$ cat src/rtl/fetch_queue.sv
// Instruction fetch queue: issues in-order instruction-memory reads, buffers the
// returned instructions for decode, and flushes on redirect while dropping stale responses.
module fetch_queue #(
    parameter int              PC_W     = 13,
    parameter int              INSTR_W  = 16,
    parameter int              DEPTH    = 4,
    parameter logic [PC_W-1:0] RESET_PC = '0
) (
    input  logic                    clk,
    input  logic                    rst,
    input  logic                    redirect,
    input  logic [PC_W-1:0]         redirect_pc,
    output logic                    imem_req_valid,
    output logic [PC_W-1:0]         imem_req_addr,
    input  logic                    imem_req_ready,
    input  logic                    imem_rsp_valid,
    input  logic [INSTR_W-1:0]      imem_rsp_data,
    output logic                    out_valid,
    input  logic                    out_ready,
    output logic [INSTR_W-1:0]      out_instr,
    output logic [PC_W-1:0]         out_pc,
    output logic [PC_W-1:0]         out_pc_plus1,
    output logic [$clog2(DEPTH):0]  count
);
    localparam int PTR_W = $clog2(DEPTH);
    localparam int CNT_W = PTR_W + 1;
    localparam logic [CNT_W-1:0] DEPTH_C  = CNT_W'(DEPTH);
    localparam logic [CNT_W-1:0] CNT_ONE  = CNT_W'(1);
    localparam logic [PTR_W-1:0] PTR_ONE  = PTR_W'(1);
    localparam logic [PC_W-1:0]  PC_ONE   = PC_W'(1);

    logic [PC_W-1:0]    fetch_pc;
    logic [PC_W-1:0]    entry_pc   [DEPTH];
    logic [INSTR_W-1:0] entry_data [DEPTH];
    logic [DEPTH-1:0]   filled;
    logic [PTR_W-1:0]   head;
    logic [PTR_W-1:0]   fill;
    logic [PTR_W-1:0]   tail;
    logic [CNT_W-1:0]   pend;
    logic [CNT_W-1:0]   drop_cnt;
    logic [CNT_W-1:0]   drop_next;
    logic               accept;
    logic               pop;
    logic               rsp_drop;
    logic               rsp_fill;

    // Reset is folded into the request valid so nothing is issued while held in reset.
    assign imem_req_valid = rst && (count < DEPTH_C) && !redirect;
    assign imem_req_addr  = fetch_pc;
    assign out_valid      = (count != '0) && filled[head] && !redirect;
    assign out_instr      = entry_data[head];
    assign out_pc         = entry_pc[head];
    assign out_pc_plus1   = out_pc + PC_ONE;

    assign accept   = imem_req_valid && imem_req_ready;
    assign pop      = out_valid && out_ready;
    assign rsp_drop = imem_rsp_valid && (drop_cnt != '0);
    assign rsp_fill = imem_rsp_valid && (drop_cnt == '0) && (pend != '0);

    // Every in-flight request becomes a drop on redirect; a response arriving in the
    // redirect cycle belongs to the oldest of them and is consumed immediately.
    always_comb begin
        drop_next = drop_cnt + pend;
        if (imem_rsp_valid && (drop_next != '0)) begin
            drop_next = drop_next - CNT_ONE;
        end
    end

    always_ff @(posedge clk or negedge rst) begin
        if (!rst) begin
            fetch_pc <= RESET_PC;
            head     <= '0;
            fill     <= '0;
            tail     <= '0;
            count    <= '0;
            pend     <= '0;
            drop_cnt <= '0;
            filled   <= '0;
            for (int i = 0; i < DEPTH; i++) begin
                entry_pc[i]   <= '0;
                entry_data[i] <= '0;
            end
        end else if (redirect) begin
            fetch_pc <= redirect_pc;
            head     <= '0;
            fill     <= '0;
            tail     <= '0;
            count    <= '0;
            pend     <= '0;
            filled   <= '0;
            drop_cnt <= drop_next;
        end else begin
            if (accept) begin
                entry_pc[tail] <= fetch_pc;
                filled[tail]   <= 1'b0;
                tail           <= tail + PTR_ONE;
                fetch_pc       <= fetch_pc + PC_ONE;
            end
            // The fill slot is always unfilled and the head slot always filled, so these never collide.
            if (rsp_fill) begin
                entry_data[fill] <= imem_rsp_data;
                filled[fill]     <= 1'b1;
                fill             <= fill + PTR_ONE;
            end
            if (pop) begin
                filled[head] <= 1'b0;
                head         <= head + PTR_ONE;
            end
            if (rsp_drop) begin
                drop_cnt <= drop_cnt - CNT_ONE;
            end
            count <= count + CNT_W'(accept) - CNT_W'(pop);
            pend  <= pend + CNT_W'(accept) - CNT_W'(rsp_fill);
        end
    end

endmodule
$ cat config.mk
export PLATFORM = sky130hd
export DESIGN_NAME = fetch_queue
export DESIGN_NICKNAME = d
export VERILOG_FILES = /design/src/rtl/fetch_queue.sv
export SDC_FILE = /design/constraint.sdc
export NUM_CORES = 1
export LEC_CHECK = 0
export ABC_CLOCK_PERIOD_IN_PS = 3220
export CORE_ASPECT_RATIO = 1.25
export CORE_MARGIN = 2
export CORE_UTILIZATION = 50
export DETAILED_ROUTE_END_ITERATION = 10
export DONT_BUFFER_PORTS = 1
export SKIP_LAST_GASP = 1
export SLEW_MARGIN = 30
export SYNTH_ARGS = -nofsm -noshare
export SYNTH_HDL_FRONTEND = slang
export SYNTH_SLANG_ARGS = --single-unit
$ cat constraint.sdc
create_clock -name clk -period 3.22 [get_ports clk]
set_clock_uncertainty 0.1 [all_clocks]
set_input_delay 0.322 -clock clk [delete_from_list [all_inputs] [get_ports clk]]
set_output_delay 0.322 -clock clk [all_outputs]
set_load 0.02 [all_outputs]
### Word-level counts from Yosys, hierarchy flattened

Index checks and enable logic that the tools add are counted.
Widths: inputs -> output; s select.

* bits in registers: 148
* output and inout bits: 60
* logic and storage cells: 115

* add/subtract/negate cells: 12
* $lt $le $gt $ge: 12
* multiplexer cells: 39
* bitwise gates (word level): 9
* reduce and logical (&&, ||, !) cells: 27

Operator list (number)
* $mux 13: 5
* $bwmux 64: 1
* $bwmux 52: 1
* $mux 16: 3
* $bmux 16 s2: 1
* $demux 16 s2: 1
* $add 13x1->13 const B: 2
* $bmux 13 s2: 1
* $demux 13 s2: 1
* $mux 4: 6
* $logic_and 1x1->1: 15
* $mux 3: 5
* $mux 2: 6
* $reduce_bool 3->1: 4
* $ge 3x3->1 const B: 3
* $lt 2x3->1 const B: 3
* $not 2->3: 3
* $and 4x4->4: 2
* $not 4->4: 2
* $reduce_bool 2->1: 4
* $add 2x1->2 const B: 3
* $add 3x1->3: 2
* $demux 1 s2: 3
* $ge 2x1->1 const B: 3
* other kinds (12): 19

### Longest topological paths before layout

Gate-level depths: netlist (run 1).

* word-level depth: 14
* gate-level depth with buffers: 12
* depth with buffers taken out: 11

### Worst setup path before layout (run 1)

No wires, ideal clock.

* kind: reg2reg
* start: reg head[0]
* end: reg count[2]
* arrival time: 2.488 ns
* data required time: 2.988 ns
* setup slack: 0.500 ns
* stages on the path, launching flop included: 13
* path buffers: 2
* clock period less this slack: 2.720 ns
* cell sequence: dfrtp_1 -> buf_4 -> mux4_2 -> nor4bb_1 -> buf_2 -> ha_1 -> inv_1 -> ha_1 -> inv_1 -> fa_1 -> xor2_1 -> xnor2_1 -> nor2_1

* longest elaborated chain between the ends: 7

RTL lines
* start: declaration: line 36 `logic [PTR_W-1:0] head;`
* start signal: assignment: line 107 `head <= head + PTR_ONE;`
* $bmux 1 s2: line 50 `assign out_valid = (count != '0) && filled[head] && !redirect;`
* $mux 1 (implied by the code): line 50
* $logic_and 1x1->1 (2 in series): line 50
* $logic_and 1x1->1: line 56 `assign pop = out_valid && out_ready;`
* $sub 3x1->3: line 112 `count <= count + CNT_W'(accept) - CNT_W'(pop);`
* $mux 3: line 83 `end else if (redirect) begin`
* end signal: assignment: line 112
* end: declaration: line 23 `output logic [$clog2(DEPTH):0] count`

No other way between the ends. The select of a mux whose other input is x is not followed.
A chain may end at the register's enable or synchronous reset.

### Worst setup path in the final report (run 1)

* start: reg head[0]
* end: out out_pc_plus1[10]

* longest elaborated chain between the ends: 5

RTL lines
* $not 2->3 (implied by the code): line 52 `assign out_pc = entry_pc[head];`
* $bmux 13 s2: line 52
* $mux 13 (implied by the code) (2 in series): line 52
* named net out_pc[0]: line 21 `output logic [PC_W-1:0] out_pc,`
* $add 13x1->13: line 53 `assign out_pc_plus1 = out_pc + PC_ONE;`
* end: declaration: line 22 `output logic [PC_W-1:0] out_pc_plus1,`

The timed path passes the listed nets, and every way through them passes these cells. The select of a mux whose other input is x is not followed.

==> reports/metrics.sh, run 1 <==
RESULT_OF_THE_RUN='finished with violations'
VIOLATIONS_IN_THE_FINAL_REPORTS='negative hold slack'
CHIPHEIGHT_UM=140
FIN_HOLD_WS_NS=-0.501
MOST_FREQUENTLY_USED_CELL_TYPE_IN_THE_POST_SYNTHESIS_NETLIST='sky130_fd_sc_hd__dfrtp_1'
NETLIST.TOP_CELL.BY_AREA='sky130_fd_sc_hd__dfrtp_1'
LEAKAGEPOWER_nW=3.93
POWER.COMBINATIONAL.FRACTION=0.220
VIA_PER_INST=5.89
CRITPATHCAPTURETYPE='output pin'
CRITICAL_PATH.STARTPOINT_TYPE='flip-flop'
SETUP_VIOL=0
FIRST_ITER_VIOLATIONS=152
NETSWITCHINGFRACTION=0.301
GRT_ANTENNA_BEFORE_REPAIR=0
SLEW-LIMIT-HEADROOM=0.459
FINALWORSTPATHREQUIREDPERIOD_NS=3.07
POSTSYNTHNETCOUNT=600
DESIGN.CORE.AREA_MM2=0.0144
GRT_SETUP_UNREPAIRED='false'
NUMBER_OF_SYNTHESIZED_FLOPS_WITH_AN_ENABLE_PIN=0
CRIT_PATH_TOP_DELAY_CELL='sky130_fd_sc_hd__mux4_2'
REQUIRED_NS=2.80
WORST_EP_ARRIVAL_TIME_NS=2.65
POWER.DENSITY_CELL_AREA_mW_PER_MM2=661
UNIQUE_MASTERS_POST_SYNTH=53
CTS_BUFFER_DEPTH=2
POSTSYNTH.ASYNCRESETSHARE=1.00
CRITPATHMAXSTAGEDELAY_NS=0.48
WORST_IR_DROP_VDD_mV=0.363
CTSHTREEMAXLEVEL=4
TOTAL_LENGTH_OF_ROUTED_WIRES_MM=15.7
TOTAL_SWITCHING_POWER_mW=1.70
SYNTH.TOP_CELLS.BY_COUNT='sky130_fd_sc_hd__dfrtp_1 (148), sky130_fd_sc_hd__mux2_2 (103), sky130_fd_sc_hd__nand2_1 (39)'
INTERNAL-POWER_mW=3.95
FINAL-MAX-SLEW-VIOLATION-COUNT=0
TIMING_WORST_SLEW_PIN_VALUE_NS=0.809
YS_WARN_COUNT=0
INSERTEDDIODECOUNT=0
CTSROOTBUFFERMASTER='sky130_fd_sc_hd__clkbuf_16'
CRITICAL_PATH_PEAK_FANOUT=11
CRITICALPATHCATEGORY='reg2out'
ROWS=49
NETLIST_AREA_MM2=0.00737
TOTALNEGATIVESETUPSLACK_NS=0
FIRST_GLOBAL_VIAS=4824
SEQUENTIALPOWERSHARE=0.412
LAYOUT.NETS=646
CRITPATHMOSTFREQUENTCELL='sky130_fd_sc_hd__buf_4'
DETAILED_PLACE_HPWL_MM=10.4
FLOORPLAN.IO_PINS=95
CRIT_CHAIN='buf_4, mux4_2, ha_1, nand2_1, nor4_1, xor2_1, buf_4'
FINALHOLDVIOLATIONS=148
WORSTSKEWPAIRLATENCY_NS=0.42
DRV_CAP=0
BUFFER_PORTS.INSERTED=0
YS_FF_LATCH=148
ROUTABILITYCONGESTION=0.779
TIMING.HOLD.WORST.CLASS='in2async'
ROUTE.VIAS.TOTAL=4579
PLACED_INSTS=715
FINAL_ANTENNA_NET_COUNT=0
START_UTIL=0.512
POST_SYNTH.CELL_AREA_AVG_UM2=13.7
DRT-WIRELENGTH-PER-CELL_UM=20.1
GRT_REMAINING_OVERFLOW=0
GRT_START_MAX_NET_PINS=151
FINAL_CELLS=777
MAX_FREQ_GHz=0.325
GRT_PASS1_WL_MM=26.1
LAYOUT.FILLER_CELLS=1147
SEQUENTIAL_TO_TOTAL_AREA_SHARE_FROM_YOSYS_STAT=0.502
GRT_USAGE=0.214
CTS_BUFFERS=17
CLOCKPOWERSHARE=0.368
LAYOUT-DRIVE-GT1-SHARE=0.347
SYNTHTOPCELLSBYAREA='sky130_fd_sc_hd__dfrtp_1 (50%), sky130_fd_sc_hd__mux2_2 (16%), sky130_fd_sc_hd__mux4_2 (9.2%)'
POSTSYNTH.TOPFLOPCELL='sky130_fd_sc_hd__dfrtp_1'
NETLIST_INSTANCES=540
REMAINING_DRC_ERRORS=0
P_TOTAL_mW=5.65
CLKTRANSATPATHREGS_NS=0.06
FIRSTDRTPASSITERS=4
TIMING.FINAL.CRIT_SHARE=0.954
FP.DIEAREA_MM2=0.0157
HOLDBUFCOUNTCTS=30
CTS.SINKS=148
FLOW.AREA_GROWTH_FROM_SYNTHESIS_PCT=16.0
YOSYS.AREA.TOP_TYPE_SHARE=0.502
CTS_TREE='yes'
DIE_W_UM=113
layout by cell type, fill, tap and decap left out, types with 10 or more instances in the layout:
cell | Yosys | layout
sky130_fd_sc_hd__dfrtp_1 | 148 | 147
sky130_fd_sc_hd__mux2_2 | 103 | 103
sky130_fd_sc_hd__nand2_1 | 39 | 39
sky130_fd_sc_hd__mux4_2 | 30 | 30
sky130_fd_sc_hd__dlygate4sd3_1 | 0 | 29
sky130_fd_sc_hd__buf_4 | 2 | 25
sky130_fd_sc_hd__ha_1 | 22 | 22
sky130_fd_sc_hd__inv_1 | 19 | 19
sky130_fd_sc_hd__o21ai_0 | 17 | 17
sky130_fd_sc_hd__clkbuf_16 | 0 | 17
sky130_fd_sc_hd__nor2_1 | 13 | 13
sky130_fd_sc_hd__xnor2_1 | 11 | 11
sky130_fd_sc_hd__a21oi_1 | 11 | 11
sky130_fd_sc_hd__nor3_1 | 10 | 10
sky130_fd_sc_hd__nand3_1 | 11 | 10
sequential cells by signal (all words and copies together), names as in the netlist:
name           cells
imem_req_addr     13
tail               2
entry_pc          52
filled             4
drop_cnt           3
count              3
fill               2
entry_data        64
head               2
pend               3
metrics by stage:
step | utilization | area (um2) | setup WS, ns
after detailed placement | 0.529 | 7620 | 0.524
final | 0.594 | 8550 | 0.147
after floorplan | - | 7370 | 0.500
after global routing | 0.594 | 8550 | 0.00654
after CTS | 0.593 | 8550 | 0.108
after global placement | 0.529 | 7620 | 0.564
per-layer routing:
metal | global-route usage | up-vias | share of wire
met3 | 0.0553 | 13 | 0.058
li1 | - | 2064 | -
met4 | 0.0635 | 0 | 0.011
met5 | 0 | - | 0
met2 | 0.365 | 126 | 0.53
met1 | 0.268 | 2376 | 0.40
what timing repair did:
item                       in CTS  in global routing
setup endpoints to repair       0                  3
hold endpoints to repair      237                148
setup buffers                   0                  0
resized for setup               0                  2
power groups by stage:
| stage | Clock (mW) | Combinational [mW] | Sequential [mW] |
|---|---|---|---|
| detailed placement | 0 | 1.21 | 2.36 |
| floorplan | 0 | 1.02 | 2.29 |
| CTS | 2.13 | 1.26 | 2.33 |
| global placement | 0 | 1.18 | 2.35 |
| global route | 2.22 | 1.35 | 2.37 |
| finish | 2.08 | 1.24 | 2.33 |
final cells by class:
type | count | area, um2 | share of cell area
Sequential cell | 148 | 3700 | 0.433
Inverter | 21 | 83.8 | 0.00980
Timing Repair Buffer | 55 | 483 | 0.0565
Clock inverter | 14 | 190 | 0.0222
Clock buffer | 18 | 439 | 0.0514
Multi-Input combinational cell | 343 | 3430 | 0.401
Tap cell | 178 | 223 | 0.0260
critical path, delay by kind of cell, from the launching register on:
family | cells | cell delay (ns)
xor+xnor | 1 | 0.18
fa+ha+maj | 1 | 0.24
buf+inv | 2 | 0.37
flops | 1 | 0.42
mux | 1 | 0.48
simple gates | 2 | 0.54
kinds of logic (layout without fill, tap and decap cells):
| kind of cell | after synthesis | in the layout | share of synthesized area |
|---|---|---|---|
| DFF | 148 | 148 | 0.502 |
| xor gates and xnor gates | 19 | 19 | 0.0226 |
| buffers and inverters | 49 | 108 | 0.0361 |
| adders and majority gates | 25 | 25 | 0.0455 |
| AOI/OAI and AO/OA | 51 | 51 | 0.0457 |
| muxes | 141 | 141 | 0.261 |
| and+or+nand+nor | 107 | 107 | 0.0869 |
final timing paths:
| check | start | endpoint | slack, ns | cells past startpoint |
|---|---|---|---|---|
| hold reg to reg | entry_pc[19] | entry_pc[19] | 0.38 | 2 |
| hold / removal | rst | entry_pc[47] | -0.50 | 0 |
| setup / recovery | head[0] | out_pc_plus1[10] | 0.15 | 7 |
| setup reg to reg | head[0] | count[2] | 0.52 | 10 |
| min in group clk | imem_rsp_valid | drop_cnt[1] | 0.04 | 2 |
| max in group asynchronous | rst | entry_data[48] | 3.25 | 0 |
No activity file was read; power rests on OpenSTA's default activity.
==> run 2: changes to the inputs <==
- CORE_MARGIN: 2 -> 1.5
==> reports/metrics.sh, run 2 (synthesized netlist as in run 1, its figures left out) <==
RESULT_OF_THE_RUN='finished with violations'
VIOLATIONS_IN_THE_FINAL_REPORTS='negative hold slack'
FLOW.AREA_GROWTH_FROM_SYNTHESIS_PCT=15.1
DRT-WIRELENGTH-PER-CELL_UM=20.3  # +1.0%
CTSROOTBUFFERMASTER='sky130_fd_sc_hd__clkbuf_16'
FIN_HOLD_WS_NS=-0.509  # -0.00836 ns
CHIPHEIGHT_UM=139  # -0.72%
FINALWORSTPATHREQUIREDPERIOD_NS=3.07  # +0.0000480 ns
LARGEST-REGISTER='entry_data'
BUFFER_PORTS.INSERTED=0  # unchanged
TIMING.REG2REG.WORST_PATH_DEPTH=10  # unchanged
NUMBER_OF_FLIP_FLOPS_IN_THE_LARGEST_REGISTER=64  # unchanged
GRT_PASS1_WL_MM=26.4  # +0.90%
LEAKAGEPOWER_nW=3.89  # -0.95%
ROWS=49  # unchanged
CRITICAL_PATH.STARTPOINT_TYPE='flip-flop'
MULTI_INPUT_COMB_AREA_MM2=0.00343  # unchanged
FINAL_CELLS=774  # -0.39%
CTS_BUFFERS=17  # unchanged
CTS_TREE='yes'
REQUIRED_NS=2.80  # about the same
CRIT_PATH_TOP_DELAY_CELL='sky130_fd_sc_hd__mux4_2'
CRITICAL_PATH_PEAK_FANOUT=14  # +3
TOTAL_LENGTH_OF_ROUTED_WIRES_MM=15.7  # +0.63%
LAYOUT.CELLS.MOST_COMMON='sky130_fd_sc_hd__dfrtp_1'
POWER.DENSITY_CELL_AREA_mW_PER_MM2=646  # -2.2%
FLOORPLAN.IO_PINS=95  # unchanged
ROUTABILITYCONGESTION=0.748  # -3.9%
CRITPATHMOSTFREQUENTCELL='sky130_fd_sc_hd__buf_4'
WORSTSKEWPAIRLATENCY_NS=0.43  # about the same
GRT_REMAINING_OVERFLOW=0  # unchanged
CTS.SINKS=148  # unchanged
CTSHTREEMAXLEVEL=4  # unchanged
LAYOUT.CELLS.MOST_COMMON_LIST='sky130_fd_sc_hd__dfrtp_1 (147), sky130_fd_sc_hd__mux2_2 (103), sky130_fd_sc_hd__nand2_1 (39), sky130_fd_sc_hd__mux4_2 (30), sky130_fd_sc_hd__dlygate4sd3_1 (29)'
DESIGN.CORE.AREA_MM2=0.0144  # unchanged
CTS_BUFFER_DEPTH=2  # unchanged
FINAL_ANTENNA_NET_COUNT=0  # unchanged
LAYOUT.NETS=643  # -0.46%
SETUP_VIOL=0  # unchanged
GRT_USAGE=0.218  # +0.00485
CLKTRANSATPATHREGS_NS=0.06  # about the same
TIMING.HOLD.WORST.CLASS='in2async'
FIRST_ITER_VIOLATIONS=198  # +30%
LAYOUT.FILLER_CELLS=1167  # +1.7%
LAYOUT-DRIVE-GT1-SHARE=0.344  # -0.00329
HOLDBUFCOUNTCTS=30  # unchanged
CRITPATHCAPTURETYPE='output pin'
MAX_FREQ_GHz=0.325  # about the same
FIRSTDRTPASSITERS=4  # unchanged
TIMING.FINAL.CRIT_SHARE=0.954  # about the same
FINAL-SEQ-AREA_MM2=0.00370  # unchanged
GRT_SETUP_UNREPAIRED='false'
FP.DIEAREA_MM2=0.0155  # -1.6%
GRT_START_MAX_NET_PINS=151  # unchanged
DIE_W_UM=112  # -0.89%
CRIT_CHAIN='buf_4, mux4_2, ha_1, nand2_1, nor4_1, xor2_1, buf_4'
SLEW-LIMIT-HEADROOM=0.455  # -0.00474
PLACED_INSTS=712  # -0.42%
CRITICALPATHCATEGORY='reg2out'
STARTPOINT='head[0]'
GRT_ANTENNA_BEFORE_REPAIR=0  # unchanged
FIRST_GLOBAL_VIAS=4951  # +2.6%
TIMING_WORST_SLEW_PIN_VALUE_NS=0.816  # +0.00709 ns
FINALHOLDVIOLATIONS=148  # unchanged
VIA_PER_INST=5.90  # +0.17%
DRV_CAP=0  # unchanged
WORST_IR_DROP_VDD_mV=0.423  # +17%
POST-CTS-SETUP-BUFFERS=0  # unchanged
ROUTE.VIAS.TOTAL=4569  # -0.22%
START_UTIL=0.512  # unchanged
TOTALNEGATIVESETUPSLACK_NS=0  # unchanged
CRITPATHMAXSTAGEDELAY_NS=0.68  # +0.20 ns
REMAINING_DRC_ERRORS=0  # unchanged
REGTOREGSTARTPOINT='count[2]'
WORST_EP_ARRIVAL_TIME_NS=2.65  # about the same
INSERTEDDIODECOUNT=0  # unchanged
DETAILED_PLACE_HPWL_MM=10.3  # -0.61%
FINAL-MAX-SLEW-VIOLATION-COUNT=0  # unchanged
run 2: changes by cell type in the layout (fill, tap and decap cells not counted), sizes merged:
cell	delta
clkbuf	-1
bufinv	-2
buf	-3
clkinv	+3
run 2: worst paths after layout:
kind / endpoint / slack [ns]
min in group clk: imem_req_addr[7] / 0.05
worst min register to register: entry_pc[19] / 0.38
max in group asynchronous: entry_data[17] / 3.30
worst max-delay path: out_pc_plus1[10] / 0.15
worst max register to register: count[2] / 0.47
worst min-delay path: entry_pc[8] / -0.51
run 2: routing by layer:
metal	vias to the layer above	GRT usage	wire length, um	share of wire
met5	-	0	0	0
met4	0	0.0879	300	0.019
met3	24	0.0586	825	0.052
met2	127	0.359	7960	0.51
met1	2355	0.276	6660	0.42
li1	2063	-	-	-
run 2: stage by stage:
step	hold slack (ns)	utilization	setup WS (ns)	area [um2]	total power, mW
6_report	-0.509	0.589	0.147	8480	5.48
5_1_grt	-0.537	0.589	0.0150	8480	5.76
4_1_cts	-0.527	0.588	0.0856	8480	5.54
3_5_place_dp	-0.0694	0.528	0.504	7610	3.56
3_3_place_gp	-0.0682	0.528	0.566	7610	3.53
2_1_floorplan	-0.0736	-	0.500	7370	3.31
run 2: worst max-delay path, delay by kind of cell (launching register included):
kind / cells / cell delay [ns]
xor+xnor: 1 / 0.14
mux: 1 / 0.68
buf+inv: 2 / 0.48
simple gates: 2 / 0.26
flops: 1 / 0.37
fa+ha+maj: 1 / 0.29
run 2: repair_timing:
item                                    4_1_cts  5_1_grt
endpoints found under the hold margin       237      148
endpoints found under the setup margin        0        4
gates resized for setup                       0        2
run 2: final cells by class:
type                    instances  area share
flip-flops and latches        148       0.437
repair buffers                 52      0.0557
clock inverters                15      0.0173
multi-input cells             343       0.404
inverters                      21     0.00988
clock buffers                  17      0.0501
well taps                     178      0.0262
run 2: report_power, final:
part	switching (mW)	internal [mW]
Sequential	0.212	2.12
Combinational	0.678	0.558
Clock	0.831	1.08
